===== src/rtl/serial_adder_pkg.sv =====
// Shared constants for the bit-serial adder: FSM encodings and default width.
// No logic; pure declarations.
// Imported by serial_adder and its testbench.
package serial_adder_pkg;

    localparam int DEFAULT_WIDTH = 8;

    localparam logic [1:0] ST_IDLE  = 2'd0;
    localparam logic [1:0] ST_SHIFT = 2'd1;
    localparam logic [1:0] ST_DONE  = 2'd2;

endpackage


===== src/rtl/full_adder.sv =====
// One-bit full adder used as the serial adder's per-cycle datapath.
// Latency: purely combinational.
// No flow control.
module full_adder (
    input  logic a,
    input  logic b,
    input  logic cin,
    output logic s,
    output logic cout
);

    assign s    = a ^ b ^ cin;
    assign cout = (a & b) | (a & cin) | (b & cin);

endmodule


===== src/rtl/serial_adder.sv =====
// Bit-serial adder: one operand bit per cycle through a single full adder.
// Latency: done pulses WIDTH+1 cycles after the cycle in which start is accepted.
// start is only sampled in IDLE/DONE; requests during SHIFT are dropped.
module serial_adder
    import serial_adder_pkg::*;
#(
    parameter int WIDTH = DEFAULT_WIDTH
) (
    input  logic             clk,
    input  logic             rst_n,
    input  logic             start,
    input  logic [WIDTH-1:0] ip1,
    input  logic [WIDTH-1:0] ip2,
    output logic             busy,
    output logic             done,
    output logic [WIDTH-1:0] sum,
    output logic             carry
);

    localparam int CW = $clog2(WIDTH) + 1;

    logic [1:0]       state;
    // Operand A register doubles as the sum accumulator: as A shifts right,
    // each new sum bit enters at the MSB, so after WIDTH shifts it holds A+B.
    logic [WIDTH-1:0] acc_sr;
    logic [WIDTH-1:0] b_sr;
    logic             carry_ff;
    logic [CW-1:0]    cnt;
    logic [WIDTH-1:0] sum_q;
    logic             carry_q;
    logic             fa_s;
    logic             fa_cout;
    logic             last_bit;

    full_adder u_fa (
        .a    (acc_sr[0]),
        .b    (b_sr[0]),
        .cin  (carry_ff),
        .s    (fa_s),
        .cout (fa_cout)
    );

    assign last_bit = (cnt == CW'(WIDTH - 1));

    // FSM, shift datapath and result registers; reset wins over everything.
    always_ff @(posedge clk) begin
        if (!rst_n) begin
            state    <= ST_IDLE;
            acc_sr   <= '0;
            b_sr     <= '0;
            carry_ff <= 1'b0;
            cnt      <= '0;
            sum_q    <= '0;
            carry_q  <= 1'b0;
        end else begin
            case (state)
                ST_IDLE, ST_DONE: begin
                    if (start) begin
                        acc_sr   <= ip1;
                        b_sr     <= ip2;
                        carry_ff <= 1'b0;
                        cnt      <= '0;
                        state    <= ST_SHIFT;
                    end else begin
                        state <= ST_IDLE;
                    end
                end
                ST_SHIFT: begin
                    acc_sr   <= {fa_s, acc_sr[WIDTH-1:1]};
                    b_sr     <= {1'b0, b_sr[WIDTH-1:1]};
                    carry_ff <= fa_cout;
                    cnt      <= cnt + CW'(1);
                    if (last_bit) begin
                        // Results only move on entry to DONE and hold afterwards.
                        sum_q   <= {fa_s, acc_sr[WIDTH-1:1]};
                        carry_q <= fa_cout;
                        state   <= ST_DONE;
                    end
                end
                default: state <= ST_IDLE;
            endcase
        end
    end

    assign busy  = (state == ST_SHIFT);
    assign done  = (state == ST_DONE);
    assign sum   = sum_q;
    assign carry = carry_q;

endmodule

===== config.mk =====
export PLATFORM = sky130hd
export DESIGN_NAME = serial_adder
export DESIGN_NICKNAME = d
export VERILOG_FILES = /design/src/rtl/serial_adder_pkg.sv /design/src/rtl/full_adder.sv /design/src/rtl/serial_adder.sv
export SDC_FILE = /design/constraint.sdc
export NUM_CORES = 1
export LEC_CHECK = 0
export CAP_MARGIN = 20
export CORE_MARGIN = 1
export CORE_UTILIZATION = 50
export CTS_BUF_LIST = sky130_fd_sc_hd__clkbuf_4
export DETAILED_ROUTE_END_ITERATION = 10
export PLACE_DENSITY = 0.79
export SLEW_MARGIN = 25
export SYNTH_ARGS = -nofsm -noshare
export SYNTH_HDL_FRONTEND = slang
export SYNTH_SLANG_ARGS = --single-unit

===== constraint.sdc =====
create_clock -name clk -period 1.9 [get_ports clk]
set_clock_uncertainty 0.05 [all_clocks]
set_input_delay 0.285 -clock clk [delete_from_list [all_inputs] [get_ports clk]]
set_output_delay 0.285 -clock clk [all_outputs]
set_load 0.1 [all_outputs]

==> Word level (Yosys, flattened, before mapping) <==
Cells that the tools add are included.
{ "op_classes": {"add_sub_neg": 1, "n_eq_ne": 5, "muxes": 11, "n_bitwise": 7, "n_reduce_logical": 5} }
{ "op_table": {"columns": ["operator", "count"], "rows": [
  ["case mux 8 bit (2 select lines)", 2],
  ["two-way mux 8 bit", 2],
  ["case mux 4 bit (2 select lines)", 1],
  ["adder 4 x 1 -> 4 bit, second input constant", 1],
  ["== test 4 x 3 -> 1 bit, second input constant", 1],
  ["two-way mux 4 bit", 1],
  ["case mux 2 bit (2 select lines)", 1],
  ["AND reduction 2 bit", 2],
  ["bitwise AND 1 bit", 3],
  ["== test 2 x 1 -> 1 bit, second input constant", 1],
  ["== test 2 bit, second input constant", 1],
  ["zero test 2 bit", 1],
  ["two-way mux 1 bit", 2],
  ["two-way mux 2 bit", 1],
  ["inequality test 2 x 1 -> 1 bit, second input constant", 1],
  ["inequality test 2 bit, second input constant", 1],
  ["bitwise OR 1 bit", 2],
  ["case mux 1 bit (2 select lines)", 1],
  ["nonzero test 2 bit", 1],
  ["OR reduction 2 bit", 1],
  ["bitwise XOR 1 bit", 2]
]} }
{ "totals": {"regBits": 32, "out_inout_bits": 11} }

==> Logic depth before layout (Yosys ltp) <==
{ "logic_depth": {"depth_word": 4, "mapped_depth": 5, "mapped_depth_nobuf": 4} }

==> By module <==
From an unflattened synthesis, not the netlist that was laid out.
{ "hier_totals": {"hier_cells": 129, "area_unflattened_um2": 1277.5} }
{ "by_module_without_submodules": {"columns": ["module", "n_inst", "cells_each", "area_per_inst_um2", "seq_area_each_um2"], "rows": [
  ["serial_adder", 1, 128, 1257.5, 640.6],
  ["full_adder", 1, 1, 20.0, 0.0]
]} }

==> Worst setup path before layout <==
Ideal clock, no wire load.
{ "synth_path": {"path_kind": "reg2out", "startpoint": "reg state[0]", "endpoint": "out done", "t_arrival_ns": 1.664, "path_slack_ns": -0.099, "stages_incl_launch_ff": 2, "n_path_buf": 0, "path_cell_list": "dfxtp_1 > nor2b_1"} }
{ "synth_between": {"elab_chain_cells": 1} }
{ "synth_rtl": {"columns": ["element", "line", "source"], "rows": [
  ["start, declared", "serial_adder.sv:22", "logic [1:0] state;"],
  ["start signal, assigned", "serial_adder.sv:48", "state <= ST_IDLE;"],
  ["start signal, assigned", "serial_adder.sv:63", "state <= ST_SHIFT;"],
  ["start signal, assigned", "serial_adder.sv:65", "state <= ST_IDLE;"],
  ["== test 2 bit", "serial_adder.sv:86", "assign done = (state == ST_DONE);"],
  ["end, declared", "serial_adder.sv:15", "output logic done,"]
]} }
Every way passes these cells.

==> Final worst setup path <==
{ "layout_path": {"startpoint": "reg state[0]", "endpoint": "out busy"} }
{ "layout_between": {"elab_chain_cells": 1} }
{ "layout_rtl": {"columns": ["element", "line", "source"], "rows": [
  ["== test 2 x 1 -> 1 bit", "serial_adder.sv:85", "assign busy = (state == ST_SHIFT);"],
  ["end, declared", "serial_adder.sv:14", "output logic busy,"]
]} }
Every way passes these cells.

==> results_dict.tcl <==
set metrics [dict create \
    root_buffer "clkbuf_4" \
    criticalPathCategory "flop to primary output" \
    area_growth_syn_to_layout_pct 29.77 \
    ys_warns 0 \
    finalHoldViolCount 0 \
    drcViolationCount 0 \
    post_route_cells_drive_above_1_share 0.1925 \
    final_min_period_over_clock_period 0.9401 \
    synthXorXnorAreaFrac 0 \
    post_synth_most_frequent_cells "dfxtp_1, a21oi_1, nand3_1" \
    grt.overflow.total 0 \
    yosys.area_share.adder 0.02547 \
    yosysSeqAreaShare 0.5015 \
    cts.sink_count 32 \
    vias 1104 \
    timing.critical_path.fanout_max 22 \
    main_combinational_cell_family_by_area_after_synthesis "compound AO/OA/AOI/OAI gates" \
    io_buffer_count 29 \
    avgSynthCellArea_um2 9.903 \
    core_area_mm2 0.002318 \
    worstPathRequired_ps 1560 \
    startpoint_type "flop" \
    total_leakage_power_uw 0.0006510 \
    grt_pass1_wl_um 4788 \
    cts_hold_repair.buffers 0 \
    setup_violations 0 \
    synth_edf_count 0 \
    tritoncts_clock_tree "built" \
    detail_route.wl_per_cell_um 15.45 \
    mappedNetlistArea_mm2 0.001277 \
    worstPathCellList "nand2b_2 -> inv_2 -> buf_12" \
    cts_resized 0 \
    timing.critical_path.arrival_ps 1450 \
    run_status "finished, final reports clean" \
    effective_utilization_at_floorplan 0.5510 \
    post_cts.repair.setup_buffers 0 \
    dp_hpwl_um 1921 \
    ctsHtreeMaxLevel 2 \
    place_inst 181 \
    drt_pass1_iterations 4 \
    hold_path.class "flop to flop" \
    finalWirelength_um 2920 \
    avgViaCountPerCell 5.841 \
    rsz0062_at_grt "no" \
    post_synth_main_area_contributors "dfxtp_1, a22oi_1, a21oi_1" \
    floorplan.die.width_um 52.55 \
    yosysMostFrequentCell "dfxtp_1" \
    power.density_cell_area_mw_per_mm2 860.1 \
    finalHoldWorstSlack_ps 423.4 \
    num_rows 17 \
    cts_inserted_buffers 5 \
    final_antenna_net_count 0 \
    slew-limit-headroom 0.7010 \
    first_global_vias 1066 \
    cts.reportedPaths.clkPinSlew_ps 100 \
    worst-slew-pin-transition_ps 447.0 \
    period_needed_ps 1786 \
    clockBufferDepth 2 \
    clkLatencyLatePin_ps 340 \
    mappedNetlistNets 150 \
    yosys.cell_types.count 25 \
    track_usage 0.2498 \
    synthDominantCellAreaShare 0.5015 \
    setup_tns_ps 0 \
    post-synth-top-area-cell "dfxtp_1" \
    synth.ff_latch_count 32 \
    worst_ir_drop_vdd_mv 0.8291 \
    max-cap-violations 0 \
    fmax_ghz 0.5598 \
    floorplan.die.height_um 52.55 \
    place_ws_ps 249.4 \
    synth_compound_gate_area_share 0.2478 \
    final_nets 181 \
    largest_net_degree_at_the_start_of_global_routing 23 \
    critPathBufInv 2 \
    number_of_inserted_diodes 0 \
    grt_antenna_before_repair 0 \
    fp.dieArea_mm2 0.002761 \
    final_max_slew_viol_count 0 \
    detailedRoute.firstIterationViolations 28 \
    critical_path_cell_with_the_highest_stage_delay "dfxtp_1" \
    critical_path.top_delay_family "buffers and inverters" \
    top_level_ports 30 \
    worst_slack_ps 113.8 \
    synth-main-ff-cell "dfxtp_1" \
    async_reset_ff_frac 0 \
    critPathCaptureType "primary output" \
    stdcell_count 189 \
    critical_path_max_stage_delay_ps 420 \
    place_congestion 0.7531 \
    synthesis.instances 129 \
    simple_logic_cell_fraction_of_the_synthesized_area 0.1450 \
    muxShareOfSynthArea 0.01959 \
]
==> worst min-delay path, cell delays in order (launching register included) <==
cell,delay (ps)
dfxtp_1,320
nand3_1,60
a21oi_1,50
==> registers in the layout (all words and copies together) (netlist names) <==
register and cells:
b_sr 8, sum 8, carry 1, cnt 4
state 2, acc_sr 8, carry_ff 1
==> per-stage QoR <==
stage	power, uW	utilization	cell area, um2
6_report	1426	0.7151	1658
5_1_grt	1490	0.7151	1658
4_1_cts	1433	0.7151	1658
3_5_place_dp	922.0	0.6805	1578
3_3_place_gp	914.4	0.6805	1578
2_1_floorplan	850.1	-	1280
==> routing by layer <==
layer  GRT usage  up-vias  wire length, um
met3     0.09565        7              177
met1      0.2880      530             1259
met2      0.4135       31             1429
li1            -      536                -
met4     0.09649        0               53
met5           0        -                0
==> final timing paths <==
check / from / end / slack, ps / depth (start not counted)
worst max-delay path: state[0]$_SDFFE_PN0P_ / busy / 110 / 3
worst min-delay path: b_sr[4]$_SDFFE_PN0P_ / b_sr[4]$_SDFFE_PN0P_ / 420 / 2
worst max register to register: cnt[0]$_SDFFE_PN0P_ / sum[2]$_SDFFE_PN0P_ / 350 / 4
worst min register to register: b_sr[4]$_SDFFE_PN0P_ / b_sr[4]$_SDFFE_PN0P_ / 420 / 2
==> power by group <==
group          internal (uW)  leakage (uW)  switching, uW
registers                699      0.000261           20.8
clock network            290     0.0000456            227
logic                   86.8      0.000344            102
total                   1080      0.000651            350
==> logic make-up after synthesis <==
group                      Yosys count
adders and majority gates            2
buffers and inverters               13
muxes                                2
and+or+nand+nor                     33
AOI/OAI and AO/OA                   47
DFF                                 32
==> layout by cell type (no fill, tap or decap), drive strengths merged, types with 3 or more instances in the layout <==
| cell | Yosys | layout |
|---|---|---|
| a22o | 9 | 9 |
| clkbuf | 2 | 6 |
| clkdlybuf4s50 | 0 | 18 |
| nand2 | 3 | 3 |
| dfxtp | 32 | 32 |
| nand3 | 20 | 20 |
| buf | 9 | 17 |
| a21oi | 21 | 21 |
| a22oi | 15 | 15 |
| nand2b | 4 | 4 |
==> area by class of cell <==
| cell class | count | area [um2] |
|---|---|---|
| multi-input cells | 84 | 561.8 |
| fillers | 172 | 660.6 |
| repair buffers | 35 | 332.8 |
| well taps | 28 | 35.03 |
| clock inverters | 2 | 35.03 |
| flip-flops and latches | 32 | 640.6 |
| inverters | 2 | 7.507 |
| clock buffers | 6 | 45.04 |
Power figures use the tool's default switching activity.
